<file path="src/rtl/stack_op_sequencer_pkg.sv">
// Shared opcodes, FSM states, mux source codes and strobe decode
// for the stack command sequencer.
package stack_seq_pkg;

  localparam logic [2:0] OP_PUSH_ALU = 3'b000;
  localparam logic [2:0] OP_PUSH_MEM = 3'b001;
  localparam logic [2:0] OP_PUSH_RET = 3'b010;
  localparam logic [2:0] OP_PUSH_ARG = 3'b011;
  localparam logic [2:0] OP_DUP      = 3'b100;
  localparam logic [2:0] OP_POP      = 3'b101;
  localparam logic [2:0] OP_STORE    = 3'b110;
  localparam logic [2:0] OP_SET_TOS  = 3'b111;

  localparam logic [2:0] SRC_ALU = 3'b000;
  localparam logic [2:0] SRC_MEM = 3'b001;
  localparam logic [2:0] SRC_RET = 3'b010;
  localparam logic [2:0] SRC_ARG = 3'b011;
  localparam logic [2:0] SRC_TOP = 3'b100;

  typedef enum logic [3:0] {
    ST_IDLE,
    ST_SRD,
    ST_MRD,
    ST_LOAD,
    ST_INC,
    ST_DEC,
    ST_WR,
    ST_MW0,
    ST_MW1,
    ST_SET,
    ST_ERR
  } state_t;

  typedef struct packed {
    logic [2:0] sel_mux_stack;
    logic       read_stack;
    logic       write_stack;
    logic       read_mem;
    logic       write_mem;
    logic       sel_mux_tos;
    logic       reg_tos;
    logic       sel_tos_updater;
    logic       ctrl_stack;
    logic       mem_ext;
  } strobe_t;

  function automatic logic [2:0] src_of(logic [2:0] op);
    logic [2:0] s;
    unique case (op)
      OP_PUSH_ALU: s = SRC_ALU;
      OP_PUSH_MEM: s = SRC_MEM;
      OP_PUSH_RET: s = SRC_RET;
      OP_PUSH_ARG: s = SRC_ARG;
      default:     s = SRC_TOP;
    endcase
    return s;
  endfunction

  function automatic state_t first_state(logic [2:0] op);
    state_t s;
    unique case (op)
      OP_PUSH_MEM:    s = ST_MRD;
      OP_DUP, OP_POP: s = ST_SRD;
      OP_STORE:       s = ST_MW0;
      OP_SET_TOS:     s = ST_SET;
      default:        s = ST_LOAD;
    endcase
    return s;
  endfunction

  function automatic logic is_last(state_t s);
    return (s == ST_WR) || (s == ST_DEC) ||
           (s == ST_SET) || (s == ST_ERR);
  endfunction

  function automatic strobe_t decode(state_t s, logic [2:0] src);
    strobe_t o;
    o = '0;
    unique case (s)
      ST_SRD: o.read_stack = 1'b1;
      ST_MRD: o.read_mem = 1'b1;
      ST_LOAD: begin
        o.write_stack   = 1'b1;
        o.sel_mux_stack = src;
      end
      ST_INC: o.reg_tos = 1'b1;
      ST_DEC: begin
        o.reg_tos         = 1'b1;
        o.sel_tos_updater = 1'b1;
      end
      ST_WR:  o.ctrl_stack = 1'b1;
      ST_MW0: o.write_mem = 1'b1;
      ST_MW1: o.mem_ext = 1'b1;
      ST_SET: begin
        o.sel_mux_tos = 1'b1;
        o.reg_tos     = 1'b1;
      end
      default: o = '0;
    endcase
    return o;
  endfunction

endpackage

</file>
<file path="src/rtl/stack_op_sequencer_if.sv">
// Command handshake bundle: valid/op/tos from upstream,
// ready/done/err back. master = issuer, slave = sequencer.
interface stack_op_sequencer_if #(
  parameter int ADDR_WIDTH = 12
) ();
  logic                  CMD_VALID;
  logic [2:0]            CMD_OP;
  logic [ADDR_WIDTH-1:0] CMD_TOS_VALUE;
  logic                  CMD_READY;
  logic                  CMD_DONE;
  logic                  CMD_ERR;

  modport master (
    output CMD_VALID, CMD_OP, CMD_TOS_VALUE,
    input  CMD_READY, CMD_DONE, CMD_ERR
  );

  modport slave (
    input  CMD_VALID, CMD_OP, CMD_TOS_VALUE,
    output CMD_READY, CMD_DONE, CMD_ERR
  );
endinterface

</file>
<file path="src/rtl/stack_op_sequencer_depth_tracker.sv">
// Stack depth register (inc/dec/load) with full/empty flags.
// Ports: clk, reset (sync, active-low), inc, dec, load, load_value,
// depth, full, empty. Flags are live only with STACK_GUARD_EN.
module stack_depth_tracker #(
  parameter int ADDR_WIDTH = 12,
  parameter int MAX_DEPTH  = (1 << ADDR_WIDTH) - 1
) (
  input  logic                  clk,
  input  logic                  reset,
  input  logic                  inc,
  input  logic                  dec,
  input  logic                  load,
  input  logic [ADDR_WIDTH-1:0] load_value,
  output logic [ADDR_WIDTH-1:0] depth,
  output logic                  full,
  output logic                  empty
);

  always_ff @(posedge clk) begin
    if (!reset) begin
      depth <= '0;
    end else begin
      unique case (1'b1)
        load:    depth <= load_value;
        inc:     depth <= depth + 1'b1;
        dec:     depth <= depth - 1'b1;
        default: depth <= depth;
      endcase
    end
  end

`ifdef STACK_GUARD_EN
  assign full  = (int'(depth) == MAX_DEPTH);
  assign empty = (depth == '0);
`else
  logic [ADDR_WIDTH-1:0] unused_max;
  assign unused_max = ADDR_WIDTH'(MAX_DEPTH);
  assign full  = 1'b0;
  assign empty = 1'b0;
`endif

endmodule

</file>
<file path="src/rtl/stack_op_sequencer.sv">
// Expands one stack command into a fixed strobe sequence (Moore).
// Ports: clk, reset (sync, active-low), cmd (handshake slave),
// DEPTH, datapath strobes. Optional guard: STACK_GUARD_EN.
module stack_op_sequencer
  import stack_seq_pkg::*;
#(
  parameter int ADDR_WIDTH = 12,
  parameter int MAX_DEPTH  = (1 << ADDR_WIDTH) - 1
) (
  input  logic                  clk,
  input  logic                  reset,
  stack_op_sequencer_if.slave   cmd,
  output logic [ADDR_WIDTH-1:0] DEPTH,
  output logic [2:0]            SEL_MUX_STACK,
  output logic                  CTRL_REG_READ_STACK,
  output logic                  CTRL_REG_WRITE_STACK,
  output logic                  CTRL_REG_READ_MEM,
  output logic                  CTRL_REG_WRITE_MEM,
  output logic                  SEL_MUX_TOS,
  output logic                  CTRL_REG_TOS,
  output logic                  SEL_TOS_UPDATER,
  output logic                  CTRL_STACK,
  output logic                  CTRL_MEM_EXT
);

  state_t                state;
  state_t                state_n;
  logic [2:0]            op_q;
  logic [2:0]            op_n;
  logic [ADDR_WIDTH-1:0] tos_q;
  strobe_t               stb;
  logic                  ready;
  logic                  done;
  logic                  err;
  logic                  accept;
  logic                  reject;
  logic                  full;
  logic                  empty;
  logic                  push_cls;
  logic                  drain_cls;
  logic                  tos_bad;

  assign accept = cmd.CMD_VALID && ready;
  // In IDLE the incoming opcode steers; afterwards the latched one.
  assign op_n   = (state == ST_IDLE) ? cmd.CMD_OP : op_q;

  assign push_cls  = !op_n[2] || (op_n == OP_DUP);
  assign drain_cls = (op_n == OP_POP) || (op_n == OP_STORE) ||
                     (op_n == OP_DUP);

`ifdef STACK_GUARD_EN
  assign tos_bad = (op_n == OP_SET_TOS) &&
                   (int'(cmd.CMD_TOS_VALUE) > MAX_DEPTH);
`else
  assign tos_bad = 1'b0;
`endif

  assign reject = (push_cls && full) || (drain_cls && empty) ||
                  tos_bad;

  always_comb begin
    state_n = state;
    unique case (state)
      ST_IDLE: begin
        if (accept) begin
          state_n = reject ? ST_ERR : first_state(cmd.CMD_OP);
        end
      end
      ST_SRD:  state_n = (op_q == OP_POP) ? ST_DEC : ST_LOAD;
      ST_MRD:  state_n = ST_LOAD;
      ST_LOAD: state_n = ST_INC;
      ST_INC:  state_n = ST_WR;
      ST_MW0:  state_n = ST_MW1;
      ST_MW1:  state_n = ST_DEC;
      default: state_n = ST_IDLE;
    endcase
  end

  // Outputs are registered from the next state so they line up
  // with the state register without any input-to-output path.
  always_ff @(posedge clk) begin
    if (!reset) begin
      state <= ST_IDLE;
      op_q  <= OP_PUSH_ALU;
      tos_q <= '0;
      stb   <= '0;
      ready <= 1'b1;
      done  <= 1'b0;
      err   <= 1'b0;
    end else begin
      if (accept) begin
        op_q  <= cmd.CMD_OP;
        tos_q <= cmd.CMD_TOS_VALUE;
      end
      state <= state_n;
      stb   <= decode(state_n, src_of(op_n));
      ready <= (state_n == ST_IDLE);
      done  <= is_last(state_n);
`ifdef STACK_GUARD_EN
      err   <= (state_n == ST_ERR);
`else
      err   <= 1'b0;
`endif
    end
  end

  stack_depth_tracker #(
    .ADDR_WIDTH(ADDR_WIDTH),
    .MAX_DEPTH (MAX_DEPTH)
  ) u_depth (
    .clk       (clk),
    .reset     (reset),
    .inc       (state == ST_INC),
    .dec       (state == ST_DEC),
    .load      (state == ST_SET),
    .load_value(tos_q),
    .depth     (DEPTH),
    .full      (full),
    .empty     (empty)
  );

  assign cmd.CMD_READY = ready;
  assign cmd.CMD_DONE  = done;
  assign cmd.CMD_ERR   = err;

  assign SEL_MUX_STACK        = stb.sel_mux_stack;
  assign CTRL_REG_READ_STACK  = stb.read_stack;
  assign CTRL_REG_WRITE_STACK = stb.write_stack;
  assign CTRL_REG_READ_MEM    = stb.read_mem;
  assign CTRL_REG_WRITE_MEM   = stb.write_mem;
  assign SEL_MUX_TOS          = stb.sel_mux_tos;
  assign CTRL_REG_TOS         = stb.reg_tos;
  assign SEL_TOS_UPDATER      = stb.sel_tos_updater;
  assign CTRL_STACK           = stb.ctrl_stack;
  assign CTRL_MEM_EXT         = stb.mem_ext;

endmodule

</file>
<file path="src/flat_wrapper.sv">
// flat-port wrapper written by rule: the top's interface ports become plain ports
module stack_op_sequencer_flat import stack_seq_pkg::*;
#(
  parameter int ADDR_WIDTH = 12,
  parameter int MAX_DEPTH  = (1 << ADDR_WIDTH) - 1
)
  (clk, reset, DEPTH, SEL_MUX_STACK, CTRL_REG_READ_STACK, CTRL_REG_WRITE_STACK, CTRL_REG_READ_MEM, CTRL_REG_WRITE_MEM, SEL_MUX_TOS, CTRL_REG_TOS, SEL_TOS_UPDATER, CTRL_STACK, CTRL_MEM_EXT, cmd_CMD_VALID, cmd_CMD_OP, cmd_CMD_TOS_VALUE, cmd_CMD_READY, cmd_CMD_DONE, cmd_CMD_ERR);
  stack_op_sequencer_if #(.ADDR_WIDTH(ADDR_WIDTH)) cmd_i ();
  input  logic clk;
  input  logic reset;
  output logic [ADDR_WIDTH-1:0] DEPTH;
  output logic [2:0] SEL_MUX_STACK;
  output logic CTRL_REG_READ_STACK;
  output logic CTRL_REG_WRITE_STACK;
  output logic CTRL_REG_READ_MEM;
  output logic CTRL_REG_WRITE_MEM;
  output logic SEL_MUX_TOS;
  output logic CTRL_REG_TOS;
  output logic SEL_TOS_UPDATER;
  output logic CTRL_STACK;
  output logic CTRL_MEM_EXT;
  input wire logic [$bits(cmd_i.CMD_VALID)-1:0] cmd_CMD_VALID;
  input wire logic [$bits(cmd_i.CMD_OP)-1:0] cmd_CMD_OP;
  input wire logic [$bits(cmd_i.CMD_TOS_VALUE)-1:0] cmd_CMD_TOS_VALUE;
  output wire logic [$bits(cmd_i.CMD_READY)-1:0] cmd_CMD_READY;
  output wire logic [$bits(cmd_i.CMD_DONE)-1:0] cmd_CMD_DONE;
  output wire logic [$bits(cmd_i.CMD_ERR)-1:0] cmd_CMD_ERR;
  assign cmd_i.CMD_VALID = cmd_CMD_VALID;
  assign cmd_i.CMD_OP = cmd_CMD_OP;
  assign cmd_i.CMD_TOS_VALUE = cmd_CMD_TOS_VALUE;
  assign cmd_CMD_READY = cmd_i.CMD_READY;
  assign cmd_CMD_DONE = cmd_i.CMD_DONE;
  assign cmd_CMD_ERR = cmd_i.CMD_ERR;
  stack_op_sequencer #(.ADDR_WIDTH(ADDR_WIDTH), .MAX_DEPTH(MAX_DEPTH)) u_core (.clk(clk), .reset(reset), .cmd(cmd_i), .DEPTH(DEPTH), .SEL_MUX_STACK(SEL_MUX_STACK), .CTRL_REG_READ_STACK(CTRL_REG_READ_STACK), .CTRL_REG_WRITE_STACK(CTRL_REG_WRITE_STACK), .CTRL_REG_READ_MEM(CTRL_REG_READ_MEM), .CTRL_REG_WRITE_MEM(CTRL_REG_WRITE_MEM), .SEL_MUX_TOS(SEL_MUX_TOS), .CTRL_REG_TOS(CTRL_REG_TOS), .SEL_TOS_UPDATER(SEL_TOS_UPDATER), .CTRL_STACK(CTRL_STACK), .CTRL_MEM_EXT(CTRL_MEM_EXT));
endmodule
</file>
<file path="config.mk">
export PLATFORM = sky130hd
export DESIGN_NAME = stack_op_sequencer_flat
export DESIGN_NICKNAME = d
export VERILOG_FILES = /design/src/rtl/stack_op_sequencer_pkg.sv /design/src/rtl/stack_op_sequencer_if.sv /design/src/rtl/stack_op_sequencer_depth_tracker.sv /design/src/rtl/stack_op_sequencer.sv /design/src/flat_wrapper.sv
export SDC_FILE = /design/constraint.sdc
export NUM_CORES = 1
export LEC_CHECK = 0
export BUFFER_PORTS_ARGS = -buffer_cell sky130_fd_sc_hd__buf_2
export CELL_PAD_IN_SITES_DETAIL_PLACEMENT = 1
export CELL_PAD_IN_SITES_GLOBAL_PLACEMENT = 2
export CORE_ASPECT_RATIO = 1.4
export CORE_UTILIZATION = 29
export CTS_BUF_LIST = sky130_fd_sc_hd__clkbuf_4 sky130_fd_sc_hd__clkbuf_8 sky130_fd_sc_hd__clkbuf_16
export DETAILED_ROUTE_END_ITERATION = 8
export PLACE_DENSITY = 0.81
export SYNTH_ARGS = -nofsm -noshare
export SYNTH_HDL_FRONTEND = slang
export SYNTH_SLANG_ARGS = --single-unit
</file>
<file path="constraint.sdc">
create_clock -name clk -period 3.3 [get_ports clk]
set_clock_uncertainty 0.15 [all_clocks]
set_input_delay 0.99 -clock clk [delete_from_list [all_inputs] [get_ports clk]]
set_output_delay 0.99 -clock clk [all_outputs]
set_load 0.02 [all_outputs]
</file>
## Yosys cells after proc, flatten, opt, wreduce, memory -nomap -nowiden

Index checks and enable logic that the tools add are counted.

- Flip-flop bits (word level): 45
- Output and inout bits: 27
- Bits of input ports: 18

- Add/subtract/negate cells: 2
- Reduce and logical (&&, ||, !) cells: 11
- Multiplexer cells: 16
- Equal/unequal tests: 27

Operators by type and width:

| kind | number |
|---|---|
| case mux 12 bit (3 select lines) | 1 |
| == test 4 x 3 -> 1 bit (second input constant) | 7 |
| case mux 4 bit (7 select lines) | 1 |
| == test 4 bit (second input constant) | 5 |
| == test 4 x 2 -> 1 bit (second input constant) | 4 |
| case mux 4 bit (4 select lines) | 1 |
| == test 3 bit (second input constant) | 5 |
| adder 12 x 1 -> 12 bit (second input constant) | 1 |
| case mux 3 bit (4 select lines) | 1 |
| subtractor 12 x 1 -> 12 bit (second input constant) | 1 |
| two-way mux 1 bit | 9 |
| == test 4 x 1 -> 1 bit (second input constant) | 2 |
| zero test 4 bit | 2 |
| == test 3 x 1 -> 1 bit (second input constant) | 2 |
| == test 3 x 2 -> 1 bit (second input constant) | 2 |
| two-way mux 3 bit | 2 |
| two-way mux 4 bit | 1 |
| zero test 3 bit | 1 |
| logical OR 1 bit | 3 |
| nonzero test 3 bit | 1 |
| OR reduction 3 bit | 1 |
| AND reduction 2 bit | 1 |
| OR reduction 2 bit | 1 |
| logical AND 1 bit | 1 |

## Longest topological paths before layout

Gate-level depths: netlist of the first run.

- Word-level depth: 9
- Mapped depth: 12

## Hierarchy

Synthesis of the first run repeated with hierarchy kept, for this count alone.

- Cells, all modules: 292
- Area, all modules: 2,571.2 um^2

Modules (own cells, without submodules):

| module | cells each | times used | area an instance (um^2) | sequential area each (um^2) |
|---|---|---|---|---|
| stack_op_sequencer | 171 | 1 | 1,497.7 | 660.6 |
| stack_depth_tracker | 121 | 1 | 1,073.5 | 240.2 |

## Worst setup path after synthesis of the first run

Ideal clock, no wire load.

- Path type: reg-to-reg
- Start point: reg u_core.state[2]
- End point: reg u_core.u_depth.depth[11]
- Path slack: 0.128 ns
- Data required time: 3.076 ns
- Cell stages (with the launch flop): 13
- Data arrival time: 2.948 ns
- Setup time: 0.074 ns
- Path buffers: 3
- Clock period less this slack: 3.172 ns
- Path through: dfxtp_1 > buf_2 > and2_1 > clkbuf_1 > buf_2 > nand2_1 > inv_1 > ha_1 > a21o_1 > a31o_1 > o211a_1 > or4_1 > a31oi_1

- Longest elaborated chain between the ends: 2

Ends and longest elaborated chain:

| element | RTL line | source |
|---|---|---|
| start: declaration | stack_op_sequencer.sv:26 | `state_t state;` |
| start signal: assignment | stack_op_sequencer.sv:95 | `state <= state_n;` |
| == test 4 x 3 -> 1 bit (tied with other cells) | stack_op_sequencer.sv:114 | `.dec (state == ST_DEC),` |
| case mux 12 bit (3 select lines) / nonzero test 3 bit (equally long branches) | -- |  |
| end signal: assignment | stack_op_sequencer_depth_tracker.sv:24 | `load: depth <= load_value;` |
| end signal: assignment | stack_op_sequencer_depth_tracker.sv:25 | `inc: depth <= depth + 1'b1;` |
| end signal: assignment | stack_op_sequencer_depth_tracker.sv:26 | `dec: depth <= depth - 1'b1;` |
| end: declaration | stack_op_sequencer_depth_tracker.sv:14 | `output logic [ADDR_WIDTH-1:0] depth,` |

Several ways; a longest one is shown, not always the timed one.
A chain may end at the register's enable or synchronous reset.

## Final worst setup path of the first run

- Start point: reg u_core.state[1]
- End point: reg u_core.u_depth.depth[11]

The elaborated chain is that of the path after synthesis.

==> out/qor.yml, run 1 <==
detailed_routing:
  drt-total-wl_mm: 6.44
  routedWlPerCell_um: 15.1
  ant_nets: 0
  vias_per_cell: 5.09
  drt_iter0_drc: 62
  drc_errors: 0
  firstDrtPassIters: 4
  vias: 2173
worst_setup_path:
  start_kind: "flop"
  reg2reg_slack_ps: 420
  required_ps: 3380
  crit_slowest_cell: "or4_1"
  crit_path_end_kind: "flop"
  crit_type: "flop to flop"
  path_max_fanout: 10
  crit_chain: "nor2_1 -> and2_1 -> nand2_1 -> inv_1 -> ha_1 -> a21o_1 -> a31o_1 -> o211a_1 -> or4_1 -> a31oi_1"
  critPathMaxStageDelay_ps: 460
  cp.arrival_ps: 2970
synth:
  synth_nets: 313
  ys_ff_latch: 45
  synthCells: 284
  yosys_warnings: 0
  avgSynthCellArea_um2: 8.34
  synth_top_area_cell: "dfxtp_1"
  ys_top_cells_by_count: "45 x dfxtp_1, 44 x nand2_1, 26 x a21oi_1, 19 x nor2_1"
  synth_edf_count: 0
  yosysTopAreaCellShare: 0.381
  synth_flop_cell: "dfxtp_1"
  synth_cell_types: 54
  synthTopCellsByArea: "dfxtp_1 38%, nand2_1 7.0%, a21oi_1 5.5%, ha_1 5.3%, a211oi_1 3.2%"
  async_reset_ff_frac: 0
  netlist_area_mm2: 0.00237
  yosys.cell_count.top_type: "dfxtp_1"
  ys_seq_area_frac: 0.381
clocking:
  cts_sinks: 45
  post_cts_buffers: 0
  cts_tree: "built"
  cts_made_buffers: 5
  cts.htree.levels: 2
  path_clk_slew_ps: 90
  clock_latency_ps: 300
  hold_buffers: 0
  clock-root-buffer: "clkbuf_8"
  clockBufferDepth: 2
  cts_resized: 0
place:
  io_buffers: 43
  finalWeightedCongestion: 0.803
  hpwl_mm: 4.81
global_routing:
  grt_pass1_wl_mm: 10.7
  track_usage: 0.161
  grt_max_degree: 29
  grt_antenna_before_repair: 0
  grt_pass1_vias: 2201
  grt_overflow: 0
power_and_ir_drop:
  ir_drop_mv: 0.283
  power.total_mw: 2.02
  powerDensity_mw_per_mm2: 717
  power_leakage_nw: 1.27
timing:
  tightest_slew_ps: 872
  hold_ws_ps: 307
  final.setup.tns_ps: 0
  setup_violations: 0
  finalHoldViolCount: 0
  rsz0062_at_grt: "no"
  max_slew_margin: 0.413
  finalCritPeriodShare: 0.873
  max_freq_ghz: 0.347
  min_period_ps: 2880
  finalMaxSlewViolations: 0
cells_and_area:
  nFillCells: 965
  layout-drive-gt1-share: 0.208
  nNetsFinal: 355
  final_util: 0.359
  area_growth_pct: 19.1
  antennaDiodeCount: 0
floorplanning:
  io-pin-count: 45
  die_x_um: 78.4
  start_util: 0.302
  die_area_mm2: 0.00853
  fp.dieH_um: 109
  core_mm2: 0.00785
  rows: 38
run:
  cap_violations: 0
hold_path:
  hold_path.class: "flop to flop"
run_status:
  status: "finished, final reports clean"
-- worst paths after layout --
check / startpoint / end / cells after the start
setup / recovery: u_core.state[1]$_SDFF_PN0_ / u_core.u_depth.depth[11]$_SDFFE_PN0P_ / 10
hold / removal: u_core.tos_q[2]$_SDFFE_PN0P_ / u_core.tos_q[2]$_SDFFE_PN0P_ / 2
setup reg to reg: u_core.state[1]$_SDFF_PN0_ / u_core.u_depth.depth[11]$_SDFFE_PN0P_ / 10
hold reg to reg: u_core.tos_q[2]$_SDFFE_PN0P_ / u_core.tos_q[2]$_SDFFE_PN0P_ / 2
-- cell usage in the layout, fill, tap and decap left out, types with 2 or more instances in the layout --
cell type	Yosys	layout
buf_2	4	43
nor3b_1	4	4
buf_4	1	8
and3b_1	2	2
or4_1	2	2
o31ai_1	3	3
nor3_1	7	7
nor2b_1	7	7
a31oi_1	4	4
nor4_1	3	3
mux2_2	2	2
inv_1	8	8
nand2_1	44	44
o22a_1	2	2
a211oi_1	10	10
a21o_1	3	3
o21ai_0	9	9
ha_1	10	10
a21oi_1	26	26
clkbuf_8	0	6
nor3b_2	2	2
nand4_1	2	2
o211ai_1	3	3
o21a_1	3	3
and3_1	6	6
xnor2_1	7	7
and2_1	5	5
mux2i_1	5	5
nor2_1	19	19
o211a_1	3	3
dfxtp_1	45	45
-- critical path: cells and delay by family (launching register included) --
kind / cells / cell delay, ps
fa+ha+maj: 1 / 370
flops: 1 / 320
buf+inv: 1 / 300
simple gates: 4 / 830
compound gates: 4 / 840
-- kinds of logic after synthesis --
| family | Yosys count | share of synthesized area |
|---|---|---|
| AO/OA/AOI/OAI | 76 | 0.212 |
| XOR/XNOR | 7 | 0.0259 |
| adder cells (fa/ha/maj) | 11 | 0.0613 |
| buffers and inverters | 25 | 0.0433 |
| flip-flops | 45 | 0.381 |
| multiplexers | 7 | 0.0307 |
| other | 1 | 0.00158 |
| AND/OR/NAND/NOR | 112 | 0.245 |
-- flip-flops by register name (all words and copies together) (netlist names), 3 cells and up --
name and cells:
u_core.tos_q 12, u_core.SEL_MUX_STACK 3, u_core.op_q 3, u_core.u_depth.depth 12, u_core.state 4
-- power by group --
group / total, mW / internal [mW] / switching, mW
Combinational: 0.866 / 0.338 / 0.528
Clock: 0.445 / 0.255 / 0.190
Sequential: 0.710 / 0.647 / 0.0629
-- stage by stage --
step,area [µm²],worst slack (ps),cells
3_3_place_gp,2700,532,419
4_1_cts,2820,413,427
3_5_place_dp,2700,426,419
6_report,2820,419,427
5_1_grt,2820,286,427
2_1_floorplan,2370,128,284
-- layout make-up --
class	count	area [µm²]	share of cell area
Timing Repair Buffer	51	275	0.0976
Inverter	9	33.8	0.0120
Tap cell	100	125	0.0444
Sequential cell	45	901	0.320
Clock buffer	7	90.1	0.0320
Multi-Input combinational cell	214	1360	0.484
Clock inverter	1	30.0	0.0107
-- per-layer routing --
layer  wire (µm)  vias up  track usage
met5           0        -            0
li1            -     1094            -
met4         183        0       0.0701
met3         192       12       0.0251
met2        3370       43        0.308
met1        2690     1024        0.174
Power figures use the tool's default switching activity.
==> run 2, diff against run 1 <==
- CELL_PAD_IN_SITES_DETAIL_PLACEMENT: 1 -> 0
- CELL_PAD_IN_SITES_GLOBAL_PLACEMENT: 2 -> 1
- CORE_UTILIZATION: 29 -> 35
- PLACE_DENSITY: 0.81 -> 0.78
- TNS_END_PERCENT: default -> 1
==> out/qor.yml, run 2 (synthesized netlist as in run 1, its figures left out) <==
run_status:
  status: "finished, final reports clean"
worst_setup_path:
  path_max_fanout: 10
  r2r_start: "u_core.state[1]$_SDFF_PN0_"
  reg2reg_to: "u_core.u_depth.depth[11]$_SDFFE_PN0P_"
  crit_slowest_cell: "or4_1"
  worst_r2r_path_depth: 10
  reg2reg_slack_ps: 430
  start_kind: "flop"
  cp.arrival_ps: 2940
  crit_chain: "nor2_1 -> and2_1 -> nand2_1 -> inv_1 -> ha_1 -> a21o_1 -> a31o_1 -> o211a_1 -> or4_1 -> a31oi_1"
  path_buf_inv: 1
  required_ps: 3380
  cp_top_family: "compound AO/OA/AOI/OAI gates"
  critPathMaxStageDelay_ps: 460
  crit_type: "flop to flop"
  crit_path_end_kind: "flop"
hold_path:
  holdPathStages: 2
  min_to: "u_core.tos_q[3]$_SDFFE_PN0P_"
  min_from: "u_core.tos_q[3]$_SDFFE_PN0P_"
  hold_path.class: "flop to flop"
timing:
  max_freq_ghz: 0.349
  fin_ws_ps: 431
  tightest_slew_ps: 799
  setup_violations: 0
  max_slew_margin: 0.463
  rsz0062_at_grt: "no"
  min_period_ps: 2870
  finalHoldViolCount: 0
  final.setup.tns_ps: 0
  finalMaxSlewViolations: 0
  finalCritPeriodShare: 0.869
  hold_ws_ps: 313
place:
  hpwl_mm: 4.07
  io_buffers: 43
  finalWeightedCongestion: 0.858
  place_ws_ps: 452
  place_area_mm2: 0.00267
run:
  cap_violations: 0
cells_and_area:
  final_common_cell: "dfxtp_1"
  stdcell_area_mm2: 0.00276
  multiInputGateArea_mm2: 0.00136
  antennaDiodeCount: 0
  final_util: 0.420
  largestRegisters: "u_core.tos_q (12), u_core.u_depth.depth (12), u_core.state (4)"
  final_cell_mix: "45 x dfxtp_1, 44 x nand2_1, 43 x buf_2"
  nNetsFinal: 355
  register_area_um2: 901
  nFillCells: 700
  area_growth_pct: 16.4
  layout-drive-gt1-share: 0.206
detailed_routing:
  ant_nets: 0
  drt-total-wl_mm: 5.59
  drt_iter0_drc: 161
  vias_per_cell: 5.28
  drc_errors: 0
  routedWlPerCell_um: 14.0
  vias: 2113
  firstDrtPassIters: 6
floorplanning:
  fp.dieH_um: 99.3
  die_area_mm2: 0.00710
  core_mm2: 0.00657
  io-pin-count: 45
  die_x_um: 71.5
  rows: 35
  start_util: 0.360
clocking:
  clock_latency_ps: 290
  post_cts_buffers: 0
  cts_made_buffers: 5
  clockBufferDepth: 2
  clock-root-buffer: "clkbuf_8"
  cts_sinks: 45
  cts.htree.levels: 2
  path_clk_slew_ps: 80
  cts_tree: "built"
  hold_buffers: 0
  cts_resized: 0
global_routing:
  track_usage: 0.168
  grt_max_degree: 29
  grt_pass1_vias: 1954
  grt_overflow: 0
  grt_pass1_wl_mm: 9.40
  grt_antenna_before_repair: 0
power_and_ir_drop:
  powerDensity_mw_per_mm2: 689
  ir_drop_mv: 0.277
  power_leakage_nw: 1.25
[run 2: cell count changes in the layout (fill, tap and decap cells not counted)]
| cell | previous run | this run |
|---|---|---|
| clkbuf_4 | 1 | 0 |
| bufinv_16 | 1 | 0 |
| clkinvlp_4 | 0 | 1 |
[run 2: cell type report]
class / instances / area share
timing repair buffer: 51 / 0.0999
tap: 74 / 0.0336
multi-input combinational: 214 / 0.495
clock inverter: 1 / 0.00272
inverter: 9 / 0.0123
clock buffer: 6 / 0.0300
sequential: 45 / 0.327
[run 2: worst max path at each step]
stage / start / endpoint / slack (ps) / cells past startpoint
6_report: u_core.state[1]$_SDFF_PN0_ / u_core.u_depth.depth[11]$_SDFFE_PN0P_ / 430 / 10
5_1_grt: u_core.state[1]$_SDFF_PN0_ / u_core.u_depth.depth[7]$_SDFFE_PN0P_ / 240 / 10
4_1_cts: u_core.state[1]$_SDFF_PN0_ / u_core.u_depth.depth[7]$_SDFFE_PN0P_ / 430 / 10
3_5_place_dp: u_core.state[1]$_SDFF_PN0_ / u_core.u_depth.depth[7]$_SDFFE_PN0P_ / 450 / 10
3_3_place_gp: u_core.state[1]$_SDFF_PN0_ / u_core.u_depth.depth[7]$_SDFFE_PN0P_ / 510 / 10
2_1_floorplan: u_core.state[2]$_SDFF_PN0_ / u_core.u_depth.depth[11]$_SDFFE_PN0P_ / 130 / 12
[run 2: worst reg2reg max path: stages (launching register included)]
cell and delay (ps):
dfxtp_1 320, nor2_1 130, and2_1 160, nand2_1 80, inv_1 290, ha_1 360
a21o_1 210, a31o_1 230, o211a_1 250, or4_1 460, a31oi_1 160
[run 2: stage by stage]
stage | instances | power (mW)
after floorplan | 284 | 1.35
after global placement | 393 | 1.56
after detailed placement | 393 | 1.56
after CTS | 400 | 1.92
after global routing | 400 | 2.04
final | 400 | 1.90
[run 2: where the power goes]
part / leakage [nW] / internal, mW / switching [mW]
logic: 0.842 / 0.337 / 0.504
clock network: 0.0433 / 0.166 / 0.183
registers: 0.367 / 0.647 / 0.0609
[run 2: per-layer routing]
layer	global-route usage	part of all wire	vias up	routed length (µm)
li1	-	-	1091	-
met1	0.195	0.43	967	2430
met2	0.308	0.51	48	2850
met3	0.0294	0.035	7	194
met4	0.0558	0.020	0	112
met5	0	0	-	0
==> run 3, diff against run 2 <==
- ABC_AREA: default -> 1
- PLACE_DENSITY: 0.78 -> 0.81
==> out/qor.yml, run 3 <==
clocking:
  clockBufferDepth: 2
  clock-root-buffer: "clkbuf_8"
  cts_made_buffers: 5
  cts.htree.levels: 2
  clock_latency_ps: 300
  path_clk_slew_ps: 80
  cts_tree: "built"
  hold_buffers: 0
  cts_resized: 0
  post_cts_buffers: 0
  cts_sinks: 45
power_and_ir_drop:
  power_leakage_nw: 1.46
  power.total_mw: 2.19
  ir_drop_mv: 0.458
  powerDensity_mw_per_mm2: 754
floorplanning:
  die_area_mm2: 0.00745
  die_x_um: 73.2
  core_mm2: 0.00694
  rows: 36
  start_util: 0.358
  fp.dieH_um: 102
  io-pin-count: 45
synth:
  ys_seq_area_frac: 0.362
  synth_flop_cell: "dfxtp_1"
  ys_ff_latch: 45
  synth_simple_gate_area_frac: 0.342
  synthCells: 362
  synth_top_family_by_area: "simple AND/OR/NAND/NOR gates"
  synth_cell_types: 34
  synthMuxAreaShare: 0
  async_reset_ff_frac: 0
  synth_compound_area_frac: 0.131
  synth_top_area_cell: "dfxtp_1"
  synthAdderAreaFrac: 0.0584
  synth_edf_count: 0
  synthTopCellsByArea: "dfxtp_1 36%, nand2_1 12%, nor2_1 7.2%, o21ai_0 6.2%, inv_1 6.0%"
  netlist_area_mm2: 0.00249
  avgSynthCellArea_um2: 6.87
  synth_nets: 391
  ys_top_cells_by_count: "82 x nand2_1, 48 x nor2_1, 45 x dfxtp_1, 40 x inv_1, 31 x o21ai_0"
  synth-xor-area-share: 0.0141
  yosys_warnings: 0
  yosys.cell_count.top_type: "nand2_1"
  yosysTopAreaCellShare: 0.362
timing:
  min_period_ps: 2550
  setup_violations: 0
  max_slew_margin: 0.612
  rsz0062_at_grt: "no"
  finalMaxSlewViolations: 0
  tightest_slew_ps: 582
  final.setup.tns_ps: 0
  finalHoldViolCount: 0
  max_freq_ghz: 0.392
  fin_ws_ps: 748
  finalCritPeriodShare: 0.773
place:
  place_inst: 493
  place_area_mm2: 0.00279
  hpwl_mm: 4.77
  place_ws_ps: 682
  finalWeightedCongestion: 0.816
  io_buffers: 43
detailed_routing:
  vias: 2328
  drt-total-wl_mm: 6.05
  drt_iter0_drc: 95
  wl_met1_mm: 2.65
  drc_errors: 0
  vias_per_cell: 4.65
  ant_nets: 0
  met2_length_mm: 3.09
  firstDrtPassIters: 4
  wl_met3_um: 173
  top_layer_used: "met4"
  routedWlPerCell_um: 12.1
run:
  cap_violations: 0
worst_setup_path:
  crit_slowest_cell: "dfxtp_1"
  path_max_fanout: 10
  cp.arrival_ps: 2640
  start_kind: "flop"
  worst_path_most_repeated_cell: "inv_1"
  crit_path_end_kind: "flop"
  critPathMaxStageDelay_ps: 420
  required_ps: 3390
  crit_chain: "inv_1 -> nor2_2 -> nand2_1 -> inv_1 -> ha_1 -> nand2_1 -> nand3_1 -> inv_1 -> o21ai_0 -> a21oi_1 -> o21ai_0 -> a21oi_1"
  crit_type: "flop to flop"
global_routing:
  grt_overflow: 0
  grt_antenna_before_repair: 0
  track_usage: 0.184
  grt_pass1_vias: 2384
  grt_max_degree: 26
  grt_pass1_wl_mm: 10.7
cells_and_area:
  stdcell_area_mm2: 0.00291
  final_cell_mix: "82 x nand2_1, 48 x nor2_1, 45 x dfxtp_1"
  area_growth_pct: 17.0
  final_common_cell: "nand2_1"
  instances_no_fill: 501
  nFillCells: 779
  layout-drive-gt1-share: 0.212
  largestRegisters: "u_core.tos_q (12), u_core.u_depth.depth (12), u_core.state (4)"
  antennaDiodeCount: 0
  nNetsFinal: 434
hold_path:
  hold_path.class: "flop to flop"
run_status:
  status: "finished, final reports clean"
## run 3: cell count changes after synthesis, moves of 6 or more
cell      before  now
nand3_1        1   20
nor2_1        19   48
nor2b_1        7    0
inv_2          1   10
a211oi_1      10    0
o21ai_0        9   31
and3_1         6    0
nand2_1       44   82
nand2_2        0    6
inv_1          8   40
## run 3: metal layers
layer,up-vias,GRT usage
li1,1232,-
met5,-,0
met2,44,0.342
met1,1040,0.209
met3,12,0.0249
met4,0,0.0664
## run 3: cells by family (layout without fill, tap and decap cells)
group,count (synthesis),in the layout
adder cells (fa/ha/maj),11,11
XOR/XNOR,4,4
buffers and inverters,58,102
AO/OA/AOI/OAI,62,62
AND/OR/NAND/NOR,181,181
flip-flops,45,45
other,1,1
## run 3: critical path, delay by kind of cell, from the launching register on
kind	cells	cell delay, ps
fa+ha+maj	1	370
buf+inv	3	470
simple gates	4	590
flops	1	420
compound gates	4	490
## run 3: where the power goes
group | total (mW) | internal (mW) | switching [mW]
clock | 0.439 | 0.255 | 0.184
combinational | 0.987 | 0.322 | 0.665
sequential | 0.769 | 0.678 | 0.0911
total | 2.19 | 1.25 | 0.940
## run 3: final cells by class
type | count | area, µm² | area share
Timing Repair Buffer | 44 | 223 | 0.0766
Multi-Input combinational cell | 259 | 1360 | 0.467
Clock inverter | 1 | 30.0 | 0.0103
Tap cell | 95 | 119 | 0.0409
Clock buffer | 7 | 90.1 | 0.0310
Inverter | 50 | 188 | 0.0645
Sequential cell | 45 | 901 | 0.310
## run 3: worst paths after layout
kind,start,depth (start not counted),end,slack (ps)
setup / recovery,u_core.state[0]$_SDFF_PN0_,12,u_core.u_depth.depth[5]$_SDFFE_PN0P_,750
hold / removal,u_core.tos_q[1]$_SDFFE_PN0P_,2,u_core.tos_q[1]$_SDFFE_PN0P_,310
setup reg to reg,u_core.state[0]$_SDFF_PN0_,12,u_core.u_depth.depth[5]$_SDFFE_PN0P_,750
hold reg to reg,u_core.tos_q[1]$_SDFFE_PN0P_,2,u_core.tos_q[1]$_SDFFE_PN0P_,310
## run 3: per-stage QoR
| step | utilization | hold slack, ps |
|---|---|---|
| after CTS | 0.419 | 310 |
| after floorplan | - | 280 |
| after global routing | 0.419 | 361 |
| final | 0.419 | 307 |
| after global placement | 0.402 | 297 |
| after detailed placement | 0.402 | 296 |
